--- src/rtl/icg_enable_ctrl.sv ---
// rtl/icg_enable_ctrl.sv - enable sequencer for a latch-based ICG with idle gating and four-phase wake
module icg_enable_ctrl #(
  parameter int IDLE_CYCLES = 8,
  parameter int WAKE_CYCLES = 2,
  parameter int CNT_W       = 4
) (
  input  logic CLK,
  input  logic RST,
  input  logic TE,
  input  logic BUSY,
  input  logic WAKE_REQ,
  output logic E,
  output logic WAKE_ACK,
  output logic GATED
);

  typedef enum logic [1:0] {
    S_RUN   = 2'd0,
    S_DRAIN = 2'd1,
    S_GATED = 2'd2,
    S_WAKE  = 2'd3
  } state_t;

  localparam logic [CNT_W-1:0] IDLE_LOAD = CNT_W'(IDLE_CYCLES - 1);
  localparam logic [CNT_W-1:0] WAKE_LOAD = CNT_W'(WAKE_CYCLES - 1);

  state_t           state;
  state_t           state_nxt;
  logic [CNT_W-1:0] cnt;
  logic [CNT_W-1:0] cnt_nxt;
  logic             ack_nxt;

  // Next-state and counter selection; reset and test enable both force RUN.
  always_comb begin
    state_nxt = state;
    cnt_nxt   = cnt;
    if (RST || TE) begin
      state_nxt = S_RUN;
      cnt_nxt   = '0;
    end else begin
      case (state)
        S_RUN: begin
          // A pending wake request also holds RUN, which keeps the ACK high.
          if (!BUSY && !WAKE_REQ) begin
            state_nxt = S_DRAIN;
            cnt_nxt   = IDLE_LOAD;
          end
        end
        S_DRAIN: begin
          // Activity is checked before the terminal count so it always wins over gating.
          if (BUSY || WAKE_REQ) begin
            state_nxt = S_RUN;
          end else if (cnt == '0) begin
            state_nxt = S_GATED;
          end else begin
            cnt_nxt = cnt - 1'b1;
          end
        end
        S_GATED: begin
          if (BUSY || WAKE_REQ) begin
            state_nxt = S_WAKE;
            cnt_nxt   = WAKE_LOAD;
          end
        end
        S_WAKE: begin
          // Settle window: inputs are ignored until the count expires.
          if (cnt == '0) begin
            state_nxt = S_RUN;
          end else begin
            cnt_nxt = cnt - 1'b1;
          end
        end
        default: begin
          state_nxt = S_RUN;
          cnt_nxt   = '0;
        end
      endcase
    end
    ack_nxt = (state_nxt == S_RUN) && WAKE_REQ && !TE && !RST;
  end

  // State, counter and registered outputs; E is derived from the next state so it is
  // a clean flop output, stable before the ICG latch opens in the low phase.
  always_ff @(posedge CLK) begin
    if (RST) begin
      state    <= S_RUN;
      cnt      <= '0;
      E        <= 1'b1;
      WAKE_ACK <= 1'b0;
      GATED    <= 1'b0;
    end else begin
      state    <= state_nxt;
      cnt      <= cnt_nxt;
      E        <= (state_nxt != S_GATED);
      WAKE_ACK <= ack_nxt;
      GATED    <= (state_nxt == S_GATED);
    end
  end

endmodule

--- config.mk ---
export PLATFORM = sky130hd
export DESIGN_NAME = icg_enable_ctrl
export DESIGN_NICKNAME = d
export VERILOG_FILES = /design/src/rtl/icg_enable_ctrl.sv
export SDC_FILE = /design/constraint.sdc
export NUM_CORES = 1
export LEC_CHECK = 0
export ABC_CLOCK_PERIOD_IN_PS = 2000
export BUFFER_PORTS_ARGS = -buffer_cell sky130_fd_sc_hd__buf_2
export CAP_MARGIN = 30
export CORE_UTILIZATION = 25
export CTS_BUF_LIST = sky130_fd_sc_hd__clkbuf_4
export DETAILED_ROUTE_END_ITERATION = 12
export PLACE_DENSITY = 0.41
export SYNTH_ARGS = -nofsm -noshare
export SYNTH_HDL_FRONTEND = slang
export SYNTH_SLANG_ARGS = --single-unit
--- constraint.sdc ---
create_clock -name CLK -period 2 [get_ports CLK]
set_input_delay 0.3 -clock CLK [delete_from_list [all_inputs] [get_ports CLK]]
set_output_delay 0.3 -clock CLK [all_outputs]
set_load 0.005 [all_outputs]
==> results.cfg <==
[yosys]
ys_ff_latch = 9
ys_warn_count = 0
synth_seq_area_share = 0.376
syn_area_per_cell_um2 = 8.71
syn-cell-area_um2 = 479
synth_nets = 61
yosysUniqueCellTypes = 32
syn_inst = 55

[grt]
grt_first_pass_wirelength_um = 1720
grt.total_usage = 0.119
grt_max_degree = 12
grt_pass1_vias = 359
grt-ovfl-total = 0
antenna_found_initial = 0

[timing]
maxSlewHeadroom = 0.707
period_needed_ns = 1.62
fmax_mhz = 618
setup_viol = 0
tns_ns = 0
rsz0062_at_grt = false
timing.final.crit_share = 0.809
slew_viol_final = 0
worst_slack_ns = 0.383
worst_pin_slew_ns = 0.433
finalHoldViolCount = 0
skew_ns = 0.00498

[die]
io_pins = 8
rows = 15
dieWidth_um = 45.8
start_util = 0.272
core_region_area_um2 = 1760
dieArea_um2 = 2100
fp.dieH_um = 45.8

[place]
io_buffers = 7
hpwl_um = 762
place_ws_ns = 0.410
place_congestion = 0.670
dpl-instance-area_um2 = 526

[min_path]
min_path_type = input port to flip-flop

[status]
status = completed

[clocking]
clock_sinks = 9
clk_latency_ns = 0.26
root_buffer = clkbuf_4
cts_buffer_depth = 2
postCtsSetupBuffers = 0
clk_pin_slew_ns = 0.07
tritoncts = yes
cts_htree_levels = 1
cts_buffers = 3
cts_resized = 0
postCtsHoldBufs = 0

[drt]
antenna_left = 0
drt-total-wl_um = 1070
drc = 0
wire_per_inst_um = 12.2
viasPerCell = 4.85
dr.pass1.iters = 4
num_vias = 427
drtIter0Drc = 18

[power]
pwr_density_cell_nw_per_um2 = 695
vdd_drop_max_mv = 0.323
leakage_nw = 0.214

[flow_run]
cap_violations = 0

[cells_and_area]
seq_area_um2 = 180
drive_gt1_frac = 0.175
num-fill-cells = 208
multi_input_area_um2 = 268
design_area_um2 = 556
finish.utilization = 0.315
areaGrowthSynthToFinish_pct = 15.9
antenna_cells = 0
layout.nets = 70

[worst_setup_path]
critPathMaxFanout = 6
crit_type = flip-flop to flip-flop
crit_path_top_delay_cell = or4_1
cp.arrival_ns = 1.80
cp-end-kind = flip-flop
max_stage_delay_ns = 0.42
cp.required_ns = 2.19
crit_chain = inv_1 > ha_1 > and4bb_1 > or4_1 > a31oi_1
start_kind = flip-flop
[critical path: cells and delay by family, from the launching register on]
kind / cells / cell delay [ns]
flops: 1 / 0.37
simple gates: 2 / 0.70
buf+inv: 1 / 0.06
compound gates: 1 / 0.18
fa+ha+maj: 1 / 0.24
[metrics by stage]
step | power, mW | hold WS, ns | cells
6_report | 0.386 | 0.322 | 88
5_1_grt | 0.408 | 0.346 | 88
4_1_cts | 0.394 | 0.314 | 88
3_5_place_dp | 0.231 | 0.540 | 84
3_3_place_gp | 0.231 | 0.526 | 84
2_1_floorplan | 0.219 | 0.425 | 55
[kinds of logic (layout without fill, tap and decap cells)]
kind of cell    Yosys count  count (layout)  synth area share
compound gates           14              14             0.204
fa+ha+maj                 1               1            0.0261
buf+inv                   6              14            0.0653
simple gates             25              25             0.329
flops                     9               9             0.376
[placed cells by master (no fill, tap or decap), types with 2 or more instances in the layout]
cell      instances
a31oi_1           2
o211ai_1          2
dfxtp_1           9
nor3_1            2
inv_1             3
o21ai_0           3
nand2b_1          2
nand3_1           3
nor2_1            3
clkbuf_4          4
nand2_1           2
or4_1             3
buf_2             7
[layer usage]
| layer | vias up | routed length, um | share of wire | track usage |
|---|---|---|---|---|
| li1 | 225 | - | - | - |
| met1 | 188 | 556 | 0.52 | 0.168 |
| met2 | 14 | 451 | 0.42 | 0.166 |
| met3 | 0 | 64 | 0.060 | 0.0595 |
| met4 | 0 | 0 | 0 | 0.0176 |
| met5 | - | 0 | 0 | 0 |
[area by class of cell]
type	count	area share
sequential	9	0.324
clock buffer	4	0.0541
inverter	3	0.0203
multi-input combinational	40	0.482
tap	25	0.0563
timing repair buffer	7	0.0631
[flip-flops by register name (all words and copies together), names as in the netlist]
signal and count:
WAKE_ACK 1, GATED 1, E 1, state 2, cnt 4
[path summary, 6_finish.rpt]
path / start / to / slack (ns) / cells after the start
worst max-delay path: cnt[0]$_SDFFE_PP0P_ / cnt[0]$_SDFFE_PP0P_ / 0.38 / 5
worst min-delay path: BUSY / E$_SDFF_PP1_ / 0.32 / 3
worst max register to register: cnt[0]$_SDFFE_PP0P_ / cnt[0]$_SDFFE_PP0P_ / 0.38 / 5
worst min register to register: state[1]$_SDFF_PP0_ / state[1]$_SDFF_PP0_ / 0.55 / 2
[cell usage after synthesis]
library cell	instances	area (um^2)
a21oi_1	1	5.00
a31oi_1	2	12.5
and3_1	1	6.26
and4bb_1	1	12.5
buf_2	1	5.00
buf_6	1	11.3
clkbuf_1	1	3.75
dfxtp_1	9	180
ha_1	1	12.5
inv_1	3	11.3
nand2_1	2	7.51
nand2b_1	2	12.5
nand3_1	3	15.0
nand3b_1	1	7.51
nand4bb_1	1	11.3
nor2_1	3	11.3
nor2b_1	1	6.26
nor3_1	2	10.0
nor4_1	1	6.26
nor4b_1	1	8.76
o211a_1	1	10.0
o211ai_1	2	15.0
o21ai_0	3	15.0
o21ai_1	1	5.00
o21ba_1	1	10.0
o21bai_1	1	7.51
o221a_1	1	11.3
o22ai_1	1	6.26
or2_1	1	6.26
or2b_1	1	7.51
or3_1	1	6.26
or4_1	3	22.5
[power by group]
part	leakage (nW)	switching [mW]	internal (mW)	total [mW]
registers	0.0731	0.00517	0.184	0.189
logic	0.122	0.0220	0.0159	0.0379
clock network	0.0184	0.0685	0.0906	0.159
total	0.214	0.0957	0.290	0.386
No activity file was read; power rests on OpenSTA's default activity.
